**src/rtl/lcd_pkg.sv**
```systemverilog
// Shared definitions for the HD44780 controller: FSM states, init command ROM,
// request-bus field positions and E-strobe timing in microseconds.
package lcd_pkg;

    typedef enum logic [1:0] {
        PWR_WAIT = 2'd0,
        INIT     = 2'd1,
        READY    = 2'd2,
        SEND     = 2'd3
    } lcd_state_t;

    // Power-up command sequence, issued in this order.
    localparam logic [7:0] INIT_FUNC_SET = 8'h38;
    localparam logic [7:0] INIT_DISP_ON  = 8'h0C;
    localparam logic [7:0] INIT_CLEAR    = 8'h01;
    localparam logic [7:0] INIT_ENTRY    = 8'h06;

    // Request bus layout: {rs, rw, data[7:0]}.
    localparam int RS_BIT = 9;
    localparam int RW_BIT = 8;

    // E strobe: setup after rs/data become valid, then pulse width.
    localparam int E_SETUP_US = 1;
    localparam int E_PULSE_US = 12;

    // Init ROM lookup by command index.
    function automatic logic [7:0] init_cmd(input logic [1:0] idx);
        logic [7:0] cmd;
        case (idx)
            2'd0:    cmd = INIT_FUNC_SET;
            2'd1:    cmd = INIT_DISP_ON;
            2'd2:    cmd = INIT_CLEAR;
            default: cmd = INIT_ENTRY;
        endcase
        return cmd;
    endfunction

    // Clear (0x01) and return-home (0x02) need the long settle time.
    function automatic logic is_slow_cmd(input logic rs, input logic [7:0] data);
        return !rs && ((data == 8'h01) || (data == 8'h02));
    endfunction

endpackage

```
**src/rtl/lcd_timer.sv**
```systemverilog
// Loadable down-counter. done is high while the count sits at zero; the
// controller reloads on done, so within a command it marks the final cycle.
module lcd_timer #(
    parameter int W = 8
) (
    input  logic         clk,
    input  logic         rst,
    input  logic         load,
    input  logic [W-1:0] load_val,
    output logic [W-1:0] count,
    output logic         done
);

    logic [W-1:0] count_q;
    logic [W-1:0] count_d;

    // Load takes priority; otherwise count down and park at zero.
    always_comb begin
        count_d = count_q;
        if (load) begin
            count_d = load_val;
        end else if (count_q != '0) begin
            count_d = count_q - W'(1);
        end
    end

    // Counter register.
    always_ff @(posedge clk) begin
        if (rst) begin
            count_q <= '0;
        end else begin
            count_q <= count_d;
        end
    end

    assign count = count_q;
    assign done  = (count_q == '0);

endmodule

```
**src/rtl/lcd_hd44780_ctrl.sv**
```systemverilog
// HD44780 16x2 write-only controller: power-up wait, fixed init sequence,
// then executes one {rs,data} word per lcd_enable while lcd_busy is low.
module lcd_hd44780_ctrl
    import lcd_pkg::*;
#(
    parameter int CLK_MHZ  = 50,
    parameter int T_PWR_US = 50000,
    parameter int T_CMD_US = 50,
    parameter int T_CLR_US = 2000
) (
    input  logic       clk,
    input  logic       rst,
    input  logic       lcd_enable,
    input  logic [9:0] lcd_bus,
    output logic       lcd_busy,
    output logic       lcd_rs,
    output logic       lcd_rw,
    output logic       lcd_e,
    output logic [7:0] lcd_data,
    output logic       lcd_on
);

    localparam int TW = $clog2(T_PWR_US * CLK_MHZ) + 1;

    // Timer reload values are "length - 1" so done lands on the last cycle.
    localparam logic [TW-1:0] PWR_LAST = TW'(T_PWR_US * CLK_MHZ - 1);
    localparam logic [TW-1:0] CMD_LAST = TW'(T_CMD_US * CLK_MHZ - 1);
    localparam logic [TW-1:0] CLR_LAST = TW'(T_CLR_US * CLK_MHZ - 1);
    localparam logic [TW-1:0] E_ON     = TW'(E_SETUP_US * CLK_MHZ);
    localparam logic [TW-1:0] E_OFF    = TW'((E_SETUP_US + E_PULSE_US) * CLK_MHZ);

    lcd_state_t    state_q, state_d;
    logic [1:0]    idx_q, idx_d;
    logic [TW-1:0] last_q, last_d;
    logic          busy_q, busy_d;
    logic          e_q, e_d;
    logic          rs_q, rs_d;
    logic [7:0]    data_q, data_d;
    logic          on_q, on_d;

    logic          tmr_load;
    logic [TW-1:0] tmr_val;
    logic [TW-1:0] tmr_count;
    logic          tmr_done;
    logic [TW-1:0] elapsed_next;
    logic          strobe_next;
    logic [1:0]    idx_next;
    logic          rw_unused;

    // The rw bit of a request is ignored: the panel is only ever written.
    assign rw_unused = lcd_bus[RW_BIT];

    function automatic logic [TW-1:0] cmd_last(input logic rs, input logic [7:0] data);
        return is_slow_cmd(rs, data) ? CLR_LAST : CMD_LAST;
    endfunction

    lcd_timer #(.W(TW)) u_timer (
        .clk      (clk),
        .rst      (rst),
        .load     (tmr_load),
        .load_val (tmr_val),
        .count    (tmr_count),
        .done     (tmr_done)
    );

    // E level for the next cycle of the current command; a finishing command
    // always hands over to a fresh command or READY, both of which start low.
    always_comb begin
        elapsed_next = last_q - tmr_count + TW'(1);
        strobe_next  = !tmr_done && (elapsed_next >= E_ON) && (elapsed_next < E_OFF);
        idx_next     = idx_q + 2'd1;
    end

    // Next-state and registered-output logic for the controller FSM.
    always_comb begin
        state_d  = state_q;
        idx_d    = idx_q;
        last_d   = last_q;
        busy_d   = busy_q;
        e_d      = 1'b0;
        rs_d     = rs_q;
        data_d   = data_q;
        on_d     = 1'b1;
        tmr_load = 1'b0;
        tmr_val  = last_q;
        case (state_q)
            PWR_WAIT: begin
                busy_d = 1'b1;
                if (!on_q) begin
                    // First cycle out of reset: arm the power-up wait.
                    tmr_load = 1'b1;
                    tmr_val  = PWR_LAST;
                end else if (tmr_done) begin
                    state_d  = INIT;
                    idx_d    = 2'd0;
                    rs_d     = 1'b0;
                    data_d   = init_cmd(2'd0);
                    last_d   = cmd_last(1'b0, init_cmd(2'd0));
                    tmr_load = 1'b1;
                    tmr_val  = cmd_last(1'b0, init_cmd(2'd0));
                end
            end
            INIT: begin
                e_d = strobe_next;
                if (tmr_done) begin
                    if (idx_q == 2'd3) begin
                        state_d = READY;
                        busy_d  = 1'b0;
                    end else begin
                        idx_d    = idx_next;
                        data_d   = init_cmd(idx_next);
                        last_d   = cmd_last(1'b0, init_cmd(idx_next));
                        tmr_load = 1'b1;
                        tmr_val  = cmd_last(1'b0, init_cmd(idx_next));
                    end
                end
            end
            READY: begin
                if (lcd_enable) begin
                    state_d  = SEND;
                    busy_d   = 1'b1;
                    rs_d     = lcd_bus[RS_BIT];
                    data_d   = lcd_bus[7:0];
                    last_d   = cmd_last(lcd_bus[RS_BIT], lcd_bus[7:0]);
                    tmr_load = 1'b1;
                    tmr_val  = cmd_last(lcd_bus[RS_BIT], lcd_bus[7:0]);
                end
            end
            SEND: begin
                e_d = strobe_next;
                if (tmr_done) begin
                    state_d = READY;
                    busy_d  = 1'b0;
                end
            end
            default: begin
                state_d = PWR_WAIT;
                busy_d  = 1'b1;
            end
        endcase
    end

    // State and output registers; reset aborts any strobe in progress.
    always_ff @(posedge clk) begin
        if (rst) begin
            state_q <= PWR_WAIT;
            idx_q   <= 2'd0;
            last_q  <= '0;
            busy_q  <= 1'b1;
            e_q     <= 1'b0;
            rs_q    <= 1'b0;
            data_q  <= 8'h00;
            on_q    <= 1'b0;
        end else begin
            state_q <= state_d;
            idx_q   <= idx_d;
            last_q  <= last_d;
            busy_q  <= busy_d;
            e_q     <= e_d;
            rs_q    <= rs_d;
            data_q  <= data_d;
            on_q    <= on_d;
        end
    end

    assign lcd_busy = busy_q;
    assign lcd_e    = e_q;
    assign lcd_rs   = rs_q;
    assign lcd_rw   = 1'b0;
    assign lcd_data = data_q;
    assign lcd_on   = on_q;

endmodule
```
**config.mk**
```make
export PLATFORM = sky130hd
export DESIGN_NAME = lcd_hd44780_ctrl
export DESIGN_NICKNAME = d
export VERILOG_FILES = /design/src/rtl/lcd_pkg.sv /design/src/rtl/lcd_timer.sv /design/src/rtl/lcd_hd44780_ctrl.sv
export SDC_FILE = /design/constraint.sdc
export NUM_CORES = 1
export LEC_CHECK = 0
export BUFFER_PORTS_ARGS = -buffer_cell sky130_fd_sc_hd__buf_2
export CAP_MARGIN = 20
export CORE_MARGIN = 5
export CORE_UTILIZATION = 45
export DETAILED_ROUTE_END_ITERATION = 7
export GPL_ROUTABILITY_DRIVEN = 0
export PLACE_DENSITY = 0.59
export SLEW_MARGIN = 20
export SYNTH_ARGS = -nofsm -noshare
export SYNTH_HDL_FRONTEND = slang
export SYNTH_SLANG_ARGS = --single-unit
export TNS_END_PERCENT = 5
```
**constraint.sdc**
```tcl
create_clock -name clk -period 7.41 [get_ports clk]
set_input_delay 0.741 -clock clk [delete_from_list [all_inputs] [get_ports clk]]
set_output_delay 0.741 -clock clk [all_outputs]
set_load 0.005 [all_outputs]
```
# Word level (Yosys, flattened, before mapping)
# Cells that the tools add are included.
# totals
regBits	62
latch_bits	0
mem_bits_rw	0
romBits	0
in_bits	13
out_inout_bits	13
n_memories	0
# classes
add_sub_neg	4
n_mul	0
div	0
order_cmp	2
eq_ne	17
shift	0
muxes	47
n_bitwise	1
n_reduce_logical	23
# op_table
cell	n
2-to-1 mux 23 bit	8
one-hot mux 23 bit (3 select lines)	2
2-to-1 mux 8 bit	6
2-to-1 mux 17 bit	2
one-hot mux 8 bit (3 select lines)	1
adder 23 x 1 -> 23 bit (second input constant)	1
greater-or-equal comparator 23 x 6 -> 1 bit (second input constant)	1
zero test 23 bit	1
< comparator 23 x 10 -> 1 bit (second input constant)	1
nonzero test 23 bit	1
subtractor 23 x 1 -> 23 bit (second input constant)	1
subtractor 23 bit	1
2-to-1 mux 2 bit	10
one-hot mux 6 bit (3 select lines)	1
== test 8 x 1 -> 1 bit (second input constant)	2
== test 8 x 2 -> 1 bit (second input constant)	2
inequality test 2 bit (second input constant)	7
2-to-1 mux 1 bit	12
AND reduction 6 bit	2
== test 2 bit (second input constant)	4
one-hot mux 2 bit (4 select lines)	1
AND reduction 4 bit	2
nonzero test 2 bit	3
AND reduction 5 bit	1
14 further kinds	21

# Longest topological paths before layout
# depth
word_depth	13
depth_mapped	14
ltp_nobuf	14

# Modules after synthesis
# A second synthesis with hierarchy kept.
# unflattened
hier_cells	616
area_unflattened_um2	4768.3
# by_module_without_submodules
mod	n_inst	cells_each	area_each_um2	seq_area_each_um2
lcd_hd44780_ctrl	1	460	3477.1	780.7
lcd_timer	1	156	1291.2	460.4

# Worst setup path before layout
# OpenSTA, ideal clock, no wires.
# synth_timing
path_kind	register -> register
start	reg last_q[1]
end	reg e_q, in the netlist lcd_e
setup_time_ns	0.092
arrival_ns	3.439
required_time_ns	7.318
path_slack_ns	3.879
stages_incl_launch_ff	15
n_path_buf	0
synth_period_minus_slack_ns	3.531
cell_sequence	dfxtp_1 inv_1 ha_1 inv_1 ha_1 fa_1 a211o_1 a31oi_2 o21ai_0 a211oi_1 o221ai_1 or4_1 a2111oi_0 nand4_1 nor4_1
# synth_via
elab_chain_len	5
# synth_lines
item	line	text
from (decl)	lcd_hd44780_ctrl.sv:34	logic [TW-1:0] last_q, last_d;
from (signal assigned)	lcd_hd44780_ctrl.sv:157	last_q <= last_d;
subtractor 23 bit *	lcd_hd44780_ctrl.sv:69	elapsed_next = last_q - tmr_count + TW'(1);
adder 23 x 1 -> 23 bit *	lcd_hd44780_ctrl.sv:69	
greater-or-equal comparator 23 x 6 -> 1 bit	lcd_hd44780_ctrl.sv:70	strobe_next = !tmr_done && (elapsed_next >= E_ON) && (elapsed_next < E_OFF);
logical AND 1 bit	lcd_hd44780_ctrl.sv:70	
logical AND 1 bit *	lcd_hd44780_ctrl.sv:70	
to (signal assigned)	lcd_hd44780_ctrl.sv:150	e_q <= 1'b0;
to (signal assigned)	lcd_hd44780_ctrl.sv:159	e_q <= e_d;
to (decl)	lcd_hd44780_ctrl.sv:36	logic e_q, e_d;
# Mark *: on every way between the ends. The rest lies on a longest branch, timed or not.
# A chain may end at the register's enable or synchronous reset.

# Worst setup path after layout
# Ends and elaborated chain as after synthesis.

==> impl_metrics.py <==
metrics = {
    "sta": {
        "max-slew-margin-rel_pct": 35.47,
        "rsz0062_at_grt": "false",
        "finClkSkew_ns": 0.008041,
        "fmax_mhz": 228.7,
        "finalSetupViolCount": 0,
        "post-route-period-util_pct": 59.01,
        "fin_ws_ns": 3.037,
        "timing.final.crit_period_ns": 4.373,
        "tns_ns": 0,
        "finalMaxSlewViolations": 0,
        "worst_pin_slew_ns": 0.9628,
        "finalHoldViolCount": 0,
    },
    "global_routing": {
        "grt_pass1_wl_mm": 19.58,
        "antenna_found_initial": 0,
        "grt_usage_pct": 18.86,
        "grt_overflow": 0,
        "grt_max_degree": 40,
        "grt_pass1_vias": 4052,
    },
    "route": {
        "vias": 4264,
        "viasPerCell": 5.685,
        "wl_per_cell_um": 15.87,
        "ant_nets": 0,
        "drt-total-wl_mm": 11.90,
        "drt_iter0_drc": 221,
        "drc": 0,
        "first_pass_iters": 7,
    },
    "setup_path": {
        "path_cells": "inv_1, ha_1, inv_1, ha_1, fa_1, a211o_1, a31oi_2, o21ai_0, a211oi_1, o221ai_1, or4_1, a2111oi_0, nand4_1, nor4_1",
        "crit_type": "flop to flop",
        "worstPathArrival_ns": 4.63,
        "critPathLaunchType": "flop",
        "worstSetupEndpointType": "flop",
        "worst_ep_required_time_ns": 7.66,
        "cp_top_family": "compound AO/OA/AOI/OAI gates",
        "cp_max_fo": 5,
        "crit_path_max_incr_delay_ns": 0.56,
        "reg2reg_slack_ns": 3.04,
        "cpMaxStageDelayCell": "a2111oi_0",
        "crit_buf_inv": 2,
    },
    "cells_and_area": {
        "mostFrequentLayoutCells": "66 x a21oi_1, 62 x dfxtp_1, 53 x nor2_1",
        "drive_gt1_share_pct": 9.772,
        "antennaDiodeCount": 0,
        "syn2layout_area_growth_pct": 7.936,
        "final_nets": 675,
        "final_common_cell": "a21oi_1",
    },
    "floorplan": {
        "start_util_pct": 45.71,
        "coreArea_mm2": 0.01028,
        "ioPinCount": 26,
        "die_h_um": 112.2,
        "die_w_um": 112.2,
        "die-area_mm2": 0.01258,
        "rows": 37,
    },
    "place": {
        "pre_cts_ws_ns": 3.068,
        "hpwl_mm": 9.020,
        "numPortBuffers": 23,
    },
    "power": {
        "peakVddDrop_uv": 234.6,
        "power_leakage_nw": 2.116,
        "p_per_area_mw_per_mm2": 395.8,
    },
    "min_path": {
        "hold_path_class": "flop to flop",
    },
    "yosys": {
        "synthFlopType": "dfxtp_1",
        "synth_edf_count": 0,
        "async_flop_share_pct": 0,
        "synth_cell_types": 68,
        "synth_seq_area_share_pct": 26.42,
        "synth-warning-count": 0,
        "synth-seq-cells": 62,
        "syn_avg_cell_area_um2": 7.857,
        "syn_area_mm2": 0.004698,
        "syn-num-nets": 664,
        "syn_inst": 598,
    },
    "outcome": {
        "outcome": "complete, no violations",
    },
    "clocking": {
        "cts_tree": "done",
        "clock_tree.root_cell": "clkbuf_8",
        "post_cts_buffers": 0,
        "hold_buffers": 0,
        "post_cts_resized": 0,
        "clk_path_buf_depth": 2,
        "clock-sinks": 62,
        "cts_max_level": 3,
        "clock_latency_ns": 0.35,
        "cts_buffers": 9,
        "clkTransAtPathRegs_ns": 0.07,
    },
    "run": {
        "cap_violations": 0,
    },
}
## through the flow
step	utilization, %	instances	power, W	area [µm²]	hold slack (ns)
6_report	49.34	750	0.002007	5071	0.4758
5_1_grt	49.34	750	0.002180	5071	0.5157
4_1_cts	49.27	749	0.002005	5064	0.4769
3_5_place_dp	47.35	733	0.001691	4866	0.4670
3_3_place_gp	47.31	733	0.001679	4862	0.4487
2_1_floorplan	-	598	0.001446	4698	0.4363
## area by class of cell
class / count / area, µm²
Fill cell: 1040 / 5206
Multi-Input combinational cell: 462 / 3152
Sequential cell: 62 / 1241
Inverter: 50 / 187.7
Tap cell: 136 / 170.2
Clock buffer: 9 / 123.9
Timing Repair Buffer: 24 / 122.6
Clock inverter: 7 / 73.82
## worst paths after layout
kind / from / endpoint / depth (start not counted)
worst max-delay path: last_q[1] / lcd_e / 14
worst min register to register: last_q[1] / last_q[1] / 2
worst max register to register: last_q[1] / lcd_e / 14
worst min-delay path: last_q[1] / last_q[1] / 2
## kinds of logic (layout without fill, tap and decap cells)
kind of cell    Yosys count  count (layout)  share of synthesized area (%)
compound gates          186             186                          26.21
xor+xnor                 29              29                          5.406
fa+ha+maj                53              53                          14.27
buf+inv                  74              90                          6.578
flops                    62              62                          26.42
mux                       3               3                         0.6392
other cells               1               1                        0.07982
simple gates            190             190                          20.40
## routing by layer
metal	global-route usage, %	routed length, µm
met5	0	0
met4	6.090	188
met3	3.558	391
met2	30.91	5600
met1	25.02	5718
## cells in the mapped netlist, drive strengths merged (6+ instances only)
cell / count / area (µm²)
a21oi: 68 / 355.3
dfxtp: 62 / 1241
nor2: 54 / 210.2
ha: 52 / 650.6
inv: 50 / 187.7
nand2: 45 / 168.9
o21ai: 34 / 170.2
xnor2: 24 / 210.2
nand3: 17 / 85.08
a211oi: 16 / 150.1
nor3: 16 / 80.08
and2: 15 / 93.84
a22oi: 12 / 95.09
buf: 12 / 76.31
clkbuf: 12 / 45.04
nor4: 8 / 50.05
a21o: 7 / 52.55
nor3b: 7 / 52.55
o21bai: 7 / 52.55
nand4: 6 / 37.54
## worst reg2reg max path: stages, from the launching register on
cell and delay (ns):
dfxtp_1 0.34, inv_1 0.06, ha_1 0.27, inv_1 0.04, ha_1 0.21, fa_1 0.41, a211o_1 0.31, a31oi_2 0.25
o21ai_0 0.29, a211oi_1 0.36, o221ai_1 0.17, or4_1 0.52, a2111oi_0 0.56, nand4_1 0.21, nor4_1 0.27
## registers in the layout, summed over array words and instances, names as in the netlist
| register | cells |
|---|---|
| lcd_on | 1 |
| lcd_e | 1 |
| last_q | 23 |
| lcd_rs | 1 |
| idx_q | 2 |
| lcd_data | 8 |
| state_q | 2 |
| u_timer.count | 23 |
| lcd_busy | 1 |
## power by group
group / switching (W) / internal [W] / leakage [nW] / total, W
registers: 0.0000613 / 0.000399 / 0.505 / 0.000460
clock network: 0.000142 / 0.000155 / 0.0879 / 0.000297
logic: 0.000758 / 0.000491 / 1.52 / 0.00125
Note: power is estimated with default switching activity, not from simulation.
